$ cat config.mk
export PLATFORM = sky130hd
export DESIGN_NAME = snn_cmd_sequencer
export DESIGN_NICKNAME = d
export VERILOG_FILES = /design/src/rtl/snn_cmd_pkg.sv /design/src/rtl/snn_cmd_table.sv /design/src/rtl/snn_cmd_sequencer.sv
export SDC_FILE = /design/constraint.sdc
export NUM_CORES = 1
export LEC_CHECK = 0
export ABC_AREA = 1
export CAP_MARGIN = 20
export CELL_PAD_IN_SITES_DETAIL_PLACEMENT = 1
export CELL_PAD_IN_SITES_GLOBAL_PLACEMENT = 2
export CORE_MARGIN = 1.5
export CORE_UTILIZATION = 41
export CTS_BUF_LIST = sky130_fd_sc_hd__clkbuf_4
export CTS_CLUSTER_DIAMETER = 200
export DETAILED_ROUTE_END_ITERATION = 6
export PLACE_DENSITY_LB_ADDON = 0.1
export SLEW_MARGIN = 20
export SYNTH_ARGS = -nofsm -noshare
export SYNTH_HDL_FRONTEND = slang
export SYNTH_HIERARCHICAL = 1
export SYNTH_SLANG_ARGS = --single-unit
$ cat constraint.sdc
create_clock -name clk -period 2.3 [get_ports clk]
set_input_delay 0.23 -clock clk [delete_from_list [all_inputs] [get_ports clk]]
set_output_delay 0.23 -clock clk [all_outputs]
set_load 0.05 [all_outputs]
$ cat src/rtl/snn_cmd_pkg.sv
// Shared constants, command codes, table entry layout and sequencer states
// for the spiking network command sequencer.
package snn_cmd_pkg;

    localparam int ADDR_WIDTH  = 3;
    localparam int CMD_WIDTH   = 3;
    localparam int FLOAT_WIDTH = 8;
    localparam int TBL_DEPTH   = 16;
    localparam int TBL_AW      = 4;
    localparam int MAX_TIME    = 35;
    localparam int EVAL_CYCLES = MAX_TIME + 2;
    localparam int RUN_CW      = $clog2(EVAL_CYCLES + 1);
    localparam int ENTRY_W     = ADDR_WIDTH + CMD_WIDTH + FLOAT_WIDTH;

    localparam logic [CMD_WIDTH-1:0] CMD_RUN               = 3'd0;
    localparam logic [CMD_WIDTH-1:0] CMD_SET_DELIVERY_TIME = 3'd3;
    localparam logic [CMD_WIDTH-1:0] CMD_SET_BIAS          = 3'd4;
    localparam logic [CMD_WIDTH-1:0] CMD_CLEAR             = 3'd5;
    localparam logic [CMD_WIDTH-1:0] CMD_IDLE              = 3'd7;

    typedef struct packed {
        logic [ADDR_WIDTH-1:0]  addr;
        logic [CMD_WIDTH-1:0]   cmd;
        logic [FLOAT_WIDTH-1:0] arg;
    } tbl_entry_t;

    typedef enum logic [2:0] {
        S_IDLE,
        S_CFG,
        S_CLEAR,
        S_RUN,
        S_RESP
    } state_t;

endpackage

$ cat src/rtl/snn_cmd_table.sv
// Configuration command table: one synchronous write port, one
// asynchronous read port. Contents survive reset on purpose.
module snn_cmd_table
    import snn_cmd_pkg::*;
(
    input  logic              clk,
    input  logic              we,
    input  logic [TBL_AW-1:0] waddr,
    input  tbl_entry_t        wdata,
    input  logic [TBL_AW-1:0] raddr,
    output tbl_entry_t        rdata
);

    tbl_entry_t mem [TBL_DEPTH];

    // Store an entry on a write strobe.
    always_ff @(posedge clk) begin
        if (we) mem[waddr] <= wdata;
    end

    assign rdata = mem[raddr];

endmodule

$ cat src/rtl/snn_cmd_sequencer.sv
// Host-side command bus initiator: streams the configuration table onto
// the bus and runs single inferences (CLEAR, RUN for a fixed number of
// cycles, sample result, valid/ready return).
//
// state   | meaning
// S_IDLE  | waiting for cfg_start or an inference request
// S_CFG   | driving table entry idx on the bus, one per cycle
// S_CLEAR | one CLEAR command with the request argument on net_in
// S_RUN   | RUN commands, counting cycles until the sample point
// S_RESP  | holding the result until the host takes it
module snn_cmd_sequencer
    import snn_cmd_pkg::*;
(
    input  logic                   clk,
    input  logic                   rst,
    input  logic                   tbl_we,
    input  logic [TBL_AW-1:0]      tbl_waddr,
    input  logic [ENTRY_W-1:0]     tbl_wdata,
    input  logic [TBL_AW:0]        cfg_len,
    input  logic                   cfg_start,
    output logic                   cfg_done,
    input  logic                   eval_valid,
    output logic                   eval_ready,
    input  logic [1:0]             eval_in,
    output logic                   res_valid,
    input  logic                   res_ready,
    output logic                   res_out,
    output logic                   busy,
    output logic [ADDR_WIDTH-1:0]  net_addr,
    output logic [CMD_WIDTH-1:0]   net_cmd,
    output logic [FLOAT_WIDTH-1:0] net_arg,
    output logic [1:0]             net_in,
    input  logic                   net_out
);

    localparam logic [RUN_CW-1:0] EVAL_CNT = RUN_CW'(EVAL_CYCLES);

    state_t                 state, state_nxt;
    logic [TBL_AW-1:0]      idx, idx_nxt;
    logic [TBL_AW:0]        len_q, len_nxt;
    logic [1:0]             arg_q, arg_nxt;
    logic [RUN_CW-1:0]      run_cnt, run_cnt_nxt;
    logic [ADDR_WIDTH-1:0]  net_addr_nxt;
    logic [CMD_WIDTH-1:0]   net_cmd_nxt;
    logic [FLOAT_WIDTH-1:0] net_arg_nxt;
    logic [1:0]             net_in_nxt;
    logic                   cfg_done_nxt, res_valid_nxt, res_out_nxt;
    logic [TBL_AW-1:0]      rd_idx;
    tbl_entry_t             rd_entry;

    // The bus is registered, so the table is read one entry ahead of idx.
    assign rd_idx     = (state == S_CFG) ? idx + 1'b1 : '0;
    assign busy       = (state != S_IDLE);
    assign eval_ready = (state == S_IDLE) && !cfg_start;

    snn_cmd_table u_table (
        .clk   (clk),
        .we    (tbl_we && (state == S_IDLE)),
        .waddr (tbl_waddr),
        .wdata (tbl_entry_t'(tbl_wdata)),
        .raddr (rd_idx),
        .rdata (rd_entry)
    );

    // State and registered bus/handshake outputs.
    always_ff @(posedge clk or posedge rst) begin
        if (rst) begin
            state     <= S_IDLE;
            idx       <= '0;
            len_q     <= '0;
            arg_q     <= '0;
            run_cnt   <= '0;
            net_addr  <= '0;
            net_cmd   <= CMD_IDLE;
            net_arg   <= '0;
            net_in    <= '0;
            cfg_done  <= 1'b0;
            res_valid <= 1'b0;
            res_out   <= 1'b0;
        end else begin
            state     <= state_nxt;
            idx       <= idx_nxt;
            len_q     <= len_nxt;
            arg_q     <= arg_nxt;
            run_cnt   <= run_cnt_nxt;
            net_addr  <= net_addr_nxt;
            net_cmd   <= net_cmd_nxt;
            net_arg   <= net_arg_nxt;
            net_in    <= net_in_nxt;
            cfg_done  <= cfg_done_nxt;
            res_valid <= res_valid_nxt;
            res_out   <= res_out_nxt;
        end
    end

    // Next-state logic; the bus falls back to IDLE unless a state drives it.
    always_comb begin
        state_nxt     = state;
        idx_nxt       = idx;
        len_nxt       = len_q;
        arg_nxt       = arg_q;
        run_cnt_nxt   = run_cnt;
        net_addr_nxt  = '0;
        net_cmd_nxt   = CMD_IDLE;
        net_arg_nxt   = '0;
        net_in_nxt    = '0;
        cfg_done_nxt  = 1'b0;
        res_valid_nxt = res_valid;
        res_out_nxt   = res_out;
        case (state)
            S_IDLE: begin
                if (cfg_start) begin
                    if (cfg_len == '0) begin
                        cfg_done_nxt = 1'b1;
                    end else begin
                        len_nxt      = cfg_len;
                        idx_nxt      = '0;
                        state_nxt    = S_CFG;
                        net_addr_nxt = rd_entry.addr;
                        net_cmd_nxt  = rd_entry.cmd;
                        net_arg_nxt  = rd_entry.arg;
                    end
                end else if (eval_valid) begin
                    arg_nxt     = eval_in;
                    state_nxt   = S_CLEAR;
                    net_cmd_nxt = CMD_CLEAR;
                    net_in_nxt  = eval_in;
                end
            end
            S_CFG: begin
                if ({1'b0, idx} == len_q - 1'b1) begin
                    state_nxt    = S_IDLE;
                    cfg_done_nxt = 1'b1;
                end else begin
                    idx_nxt      = idx + 1'b1;
                    net_addr_nxt = rd_entry.addr;
                    net_cmd_nxt  = rd_entry.cmd;
                    net_arg_nxt  = rd_entry.arg;
                end
            end
            S_CLEAR: begin
                state_nxt   = S_RUN;
                run_cnt_nxt = '0;
                net_cmd_nxt = CMD_RUN;
                net_in_nxt  = arg_q;
            end
            S_RUN: begin
                if (run_cnt == EVAL_CNT) begin
                    res_out_nxt   = net_out;
                    res_valid_nxt = 1'b1;
                    state_nxt     = S_RESP;
                end else begin
                    run_cnt_nxt = run_cnt + 1'b1;
                    net_cmd_nxt = CMD_RUN;
                end
            end
            S_RESP: begin
                if (res_ready) begin
                    res_valid_nxt = 1'b0;
                    state_nxt     = S_IDLE;
                end
            end
            default: state_nxt = S_IDLE;
        endcase
    end

endmodule

==> impl_metrics.json, run 1 <==
{
  "outcome": "completed",
  "grt_overflow": 0,
  "clk_latency_ns": 0.70,
  "netlist_area_mm2": 0.01162,
  "fin_crit_sh_pct": 96.22,
  "fp.coreArea_mm2": 0.02786,
  "async_flop_share_pct": 14.83,
  "worstSetupPathType": "reg2out",
  "synthCells": 1152,
  "maxCapViolations": 0,
  "synth_top_flop_cell": "edfxtp_1",
  "critPathLaunchType": "flop",
  "end_kind": "output port",
  "min_path_type": "in2reg",
  "boundaryPins": 53,
  "synth_area_leader_cell": "edfxtp_1",
  "nets": 1344,
  "fin_util_pct": 50.41,
  "areaGrowthSynthToFinish_pct": 20.81,
  "detailroute.via_count": 8581,
  "htreeDepth": 3,
  "slowest_delay_ns": 0.79,
  "chipHeight_um": 171.4,
  "setup_viol": 0,
  "mostFrequentLayoutCells": "349 x nand2_1, 224 x edfxtp_1, 199 x inv_1",
  "synth-seq-cells": 263,
  "path_delay_family": "buffers and inverters",
  "yosys-top-cells-area": "edfxtp_1 58%, nand2_1 11%, nand3_1 8.0%, dfrtp_1 7.8%, inv_1 6.5%",
  "totalWireLength_mm": 33.89,
  "track_usage_pct": 23.81,
  "path_cells": "clkdlybuf4s50_1",
  "grt_pass1_wl_mm": 51.01,
  "setup_tns_ns": 0,
  "via_per_inst": 4.926,
  "clk_pin_slew_worst_paths_ns": 0.06,
  "cp_slowest_cell": "clkdlybuf4s50_1",
  "crit_fanout": 1,
  "cts_tree": "yes",
  "die-area_mm2": 0.02937,
  "crit_buf_inv": 1,
  "clockBufferDepth": 3,
  "synth_edf_count": 224,
  "numCtsBuffers": 74,
  "yosys_warnings": 6,
  "rows": 61,
  "grt_max_degree": 42,
  "ys_types": 34,
  "dp_hpwl_mm": 21.36,
  "power_density_mw_per_mm2": 1421,
  "required_ns": 2.07,
  "antenna_found_initial": 3,
  "hold-worst-slack_ns": 0.1413,
  "first_pass_iters": 4,
  "synth.avg_cell_area_um2": 10.09,
  "post-route-min-period_ns": 2.213,
  "drc_errors": 0,
  "first_global_vias": 8861,
  "clock.fmax_mhz": 451.9,
  "routedWlPerCell_um": 19.46,
  "p_leak_nw": 6.225,
  "seq_area_frac_synth_pct": 66.30,
  "ir_worst_vdd_v": 0.0007170,
  "root_buffer": "clkbuf_4",
  "gp_congestion": 0.7692,
  "initial_core_util_pct": 41.72,
  "finalClockSkew_ns": 0.04524,
  "ant_nets": 0,
  "clock_sinks": 263,
  "maxSlewHeadroom_pct": 49.68,
  "portBuffers": 52,
  "synth.top_cell.area_share_pct": 57.87,
  "hold_viol_final": 0,
  "slew_violations": 0,
  "layout-drive-gt1-share_pct": 16.58,
  "final_common_cell": "nand2_1",
  "syn_nets": 1188,
  "power.total_w": 0.01995,
  "fp.dieW_um": 171.4,
  "worst_pin_slew_ns": 0.7540,
  "worstPathArrival_ns": 1.98,
  "drt_iter0_markers": 510
}
cells in the mapped netlist (4+ instances only):
| master | count |
|---|---|
| buf_6 | 10 |
| nand4_1 | 5 |
| xor2_1 | 4 |
| edfxtp_1 | 224 |
| nor2_1 | 36 |
| inv_2 | 5 |
| nand2_1 | 349 |
| nand3b_1 | 4 |
| inv_1 | 200 |
| o21ai_0 | 11 |
| buf_2 | 25 |
| clkbuf_1 | 5 |
| a21oi_1 | 5 |
| ha_1 | 4 |
| a21boi_0 | 11 |
| dfrtp_1 | 36 |
| nor2_2 | 5 |
| nand3_1 | 185 |
| buf_1 | 4 |
metrics by stage:
step	cell area, µm²	instances	setup WS, ns
after floorplan	11630	1152	-0.05196
after global placement	12930	1601	0.1101
after detailed placement	12930	1601	0.03704
after CTS	13880	1733	0.03457
after global routing	14040	1742	-0.02791
final	14040	1742	0.08701
path summary, 6_finish.rpt:
check | start | to | slack (ns) | cells past startpoint
hold reg to reg | arg_q[1] | net_in[1] | 0.48 | 2
min in group asynchronous | rst | net_arg[3] | 0.58 | 4
max in group asynchronous | rst | run_cnt[0] | 1.28 | 4
setup reg to reg | state[1] | net_addr[2] | 0.10 | 15
setup / recovery | net_cmd[1] | net_cmd[1] | 0.09 | 1
hold / removal | cfg_len[1] | len_q[1] | 0.14 | 3
layout make-up:
| type | instances | area [µm²] |
|---|---|---|
| Multi-Input combinational cell | 636 | 2867 |
| Sequential cell | 263 | 7706 |
| Clock buffer | 116 | 870.8 |
| Fill cell | 3159 | 13820 |
| Inverter | 206 | 780.7 |
| Tap cell | 378 | 473.0 |
| Antenna cell | 1 | 2.502 |
| Timing Repair Buffer | 127 | 1276 |
| Clock inverter | 15 | 66.31 |
routing by layer:
metal	up-vias	routed length, µm	GRT usage (%)	part of all wire [%]
li1	4073	-	-	-
met1	4228	15040	30.41	44
met2	205	16130	39.17	48
met3	71	1556	4.993	4.6
met4	4	1133	10.53	3.3
met5	-	30	0	0.089
report_power, final:
group          switching, W  internal (W)  leakage, nW  total, W
combinational       0.00643       0.00348         3.16   0.00991
clock               0.00200       0.00228        0.564   0.00428
sequential         0.000233       0.00553         2.50   0.00576
sequential cells by signal (all words and copies together), names as in the netlist, 3 cells and up:
register and count:
len_q 5, run_cnt 6, u_table/mem 224, net_addr 3
net_cmd 3, net_arg 8, state 3, idx 4
cell families (layout without fill, tap and decap cells):
group / Yosys count / after routing / synth area share, %
AO/OA/AOI/OAI: 31 / 31 / 1.593
XOR/XNOR: 5 / 5 / 0.3767
adder cells (fa/ha/maj): 4 / 4 / 0.4306
buffers and inverters: 253 / 464 / 9.268
flip-flops: 263 / 263 / 66.30
multiplexers: 2 / 2 / 0.2260
other: 0 / 1 / 0
AND/OR/NAND/NOR: 594 / 594 / 21.81
timing repair:
action,4_1_cts,5_1_grt
gates resized for setup,3,9
endpoints found under the hold margin,22,0
hold buffers,1,0
pin swaps,0,1
setup buffers,0,5
setup endpoints to repair,3,5
cloned,0,3
(Power assumes the default switching activity.)
==> inputs of run 2 (changes only) <==
SKIP_LAST_GASP = 1   (was default)
==> results of run 2 <==
Final layout, timing and power as in run 1 (identical DEF).
==> inputs of run 3 (changes only) <==
SLEW_MARGIN = 15   (was 20)
==> results of run 3 <==
Final layout, timing and power as in run 1 (identical DEF).
==> edit (config.mk and constraints of run 3) <==
Re-encode `state_t` (5 states) as one-hot, 5 bits wide.
--- a/src/rtl/snn_cmd_pkg.sv
+++ b/src/rtl/snn_cmd_pkg.sv
@@ -24,12 +24,12 @@
         logic [FLOAT_WIDTH-1:0] arg;
     } tbl_entry_t;
 
-    typedef enum logic [2:0] {
-        S_IDLE,
-        S_CFG,
-        S_CLEAR,
-        S_RUN,
-        S_RESP
+    typedef enum logic [4:0] {
+        S_IDLE  = 5'b00001,
+        S_CFG   = 5'b00010,
+        S_CLEAR = 5'b00100,
+        S_RUN   = 5'b01000,
+        S_RESP  = 5'b10000
     } state_t;
 
 endpackage
Check against the original RTL: no difference found for any inputs over 4 cycles, from zero or initial values and one cycle with rst high; so few cycles prove little.
==> edit against run 3 <==
- core utilization increased by 0.99 points
- largest cell class unchanged
- synthesized area increased by 1.1%
- sequential share of layout area decreased by 0.99 points
- non-clock buffer count decreased by 21
- wire length decreased by 2.7%
- sequential cell count increased by 2
- critical path type is now reg2reg
- final area increased by 2.5%
- setup slack improved by 0.028 ns
Power is not compared: it rests on default switching activity, and its combinational part moved more than twofold at a synthesized area within 25%.
==> edit: results (changes against run 3) <==
| Metric | Value |
|---|---|
| Status | finished clean |
| Crit path max-delay family | simple AND/OR/NAND/NOR gates |
| Synth Warn # | 6 (unchanged) |
| Largest net degree at the start of global routing | 49 (+17%) |
| P_leak | 6.271 nW |
| Compound-Gate Fraction of Synth Area | 0.01597 (+0.00003823) |
| Ratio of cells with drive above 1 in the final layout | 0.1682 (+0.002434) |
| Vias in the first global route | 8864 (+0.034%) |
| Nets | 1347 (+0.22%) |
| Biggest regs | u_table/mem: 224 flops, net_arg: 8 flops, run_cnt: 6 flops |
| RePlAce Congestion | 0.7754 (+0.81%) |
| Switching share of power | 0.3358 |
| Critical path's slowest cell | dfrtp_1 |
| DR WL/cell | 18.82 µm (-3.3%) |
| Post-Synth XOR/XNOR Area | 0.002236 (-0.001532) |
| Synth cell count leaders | nand2_1, edfxtp_1, inv_1, nand3_1, nor2_1 |
| Worst-path clk slew | 0.06 ns (about the same) |
| Post-synthesis sequential area ratio | 0.6601 (-0.002905) |
| GR Util All Layers | 0.2329 (-0.005260) |
| Global-route wire length before repair | 50.79 mm (-0.43%) |
| Fill count | 3149 (-0.32%) |
| Final Skew | 0.04224 ns (-0.003001 ns) |
| Worst-Margin Slew | 0.7578 ns (+0.003800 ns) |
| Place WS | 0.04088 ns (+0.003833 ns) |
| Overall Power | 0.01431 W |
| GR Layer Usage met2 | 0.3839 (-0.007717) |
| Post-place instance area | 13230 µm² (+2.3%) |
| Placed cells | 1606 (+0.31%) |
| CP peak stage delay | 0.41 ns (-0.38 ns) |
| Number of synthesized flops with an enable pin | 224 (unchanged) |
| Vias/cell | 4.926 (about the same) |
| Ys async rst share | 0.1547 (+0.006428) |
| Clk buf depth | 3 (unchanged) |
| Pre-Repair DR Iteration Count | 5 (+1) |
| Cts hold-fix bufs | 1 (unchanged) |
| Synth top area cells | edfxtp_1, nand2_1, nand3_1, dfrtp_1, inv_1 |
| Crit Path Max Fanout | 27 (+26) |
| Adder-Cell Fraction of Synth Area | 0.004258 (-0.00004721) |
| Hold Path Class | in2reg |
| Gr ovfl total | 0 (unchanged) |
| Cells after synthesis | 1174 (+1.9%) |
| Met1 Resource Use GR | 0.3134 (+0.009295) |
| Detailed placement HPWL | 20.72 mm (-3.0%) |
| PortBufs | 52 (unchanged) |
| Worst-Skew Late Latency | 0.69 ns |
| Aggregate routed wire length | 32.97 mm (-2.7%) |
| Drt initial violations | 513 (+0.59%) |
| Mux cell area share after synthesis | 0 (-0.002260) |
| IR drop worst, VDD | 0.4767 mV |
| H-tree depth | 3 (unchanged) |
| TritonCTS Buffers | 76 (+2.7%) |
| Worst Path Arrival | 2.78 ns (+0.80 ns) |
| Clk pwr | 0.00468 W |
| Antenna violations before repair | 1 (-2) |
| Post-cts resize count | 6 (+3) |
| Root Buffer | clkbuf_4 |
| Synth cell types | 33 (-2.9%) |
| Met3 Track Usage GR | 0.04486 (-0.005069) |
| Post-CTS setup buffer count | 1 (+1) |
-- edit: cell count changes in the layout (fill, tap and decap cells not counted), moves of 4 or more --
cell      before  now
a21boi_1       2    8
buf_4         59   23
nand3_2        1    8
clkinv_1       9   18
nor2_1        31   21
nand2_1      349  359
nor2_4         2   17
o22ai_1        0    4
a21boi_0       9    3
buf_12         9   24
-- edit: cell families (layout without fill, tap and decap cells) --
group	count (synthesis)	after routing
AND/OR/NAND/NOR	610	610
flip-flops	265	265
buffers and inverters	261	460
AO/OA/AOI/OAI	31	31
adder cells (fa/ha/maj)	4	4
XOR/XNOR	3	3
other	0	1
-- edit: routing by layer --
| layer | share of wire | wire length (µm) | vias to the layer above |
|---|---|---|---|
| met5 | 0 | 0 | - |
| met4 | 0.015 | 506 | 0 |
| met3 | 0.048 | 1589 | 46 |
| met2 | 0.48 | 15810 | 219 |
| met1 | 0.46 | 15060 | 4254 |
| li1 | - | - | 4111 |
-- edit: cell type report --
type	instances	area [µm²]	area share
multi-input combinational	648	3048	0.2117
sequential	265	7757	0.5388
tap	378	473.0	0.03285
clock buffer	116	870.8	0.06049
inverter	214	808.3	0.05614
timing repair buffer	106	1257	0.08735
antenna	1	2.502	0.0001738
clock inverter	24	178.9	0.01243
-- edit: final timing paths --
path / slack [ns] / start / cells past startpoint / endpoint
min reg2reg: 0.48 / res_out / 2 / res_out
max: 0.12 / state[3] / 12 / net_arg[5]
min: 0.09 / net_out / 3 / res_out
max in group asynchronous: 1.19 / rst / 4 / net_addr[2]
max reg2reg: 0.12 / state[3] / 12 / net_arg[5]
min in group asynchronous: 0.45 / rst / 3 / state[2]
-- edit: worst register-to-register path: cells and delay by family (launching register included) --
family / cells / cell delay [ns]
compound gates: 1 / 0.19
simple gates: 9 / 1.17
flops: 1 / 0.41
buf+inv: 2 / 0.33
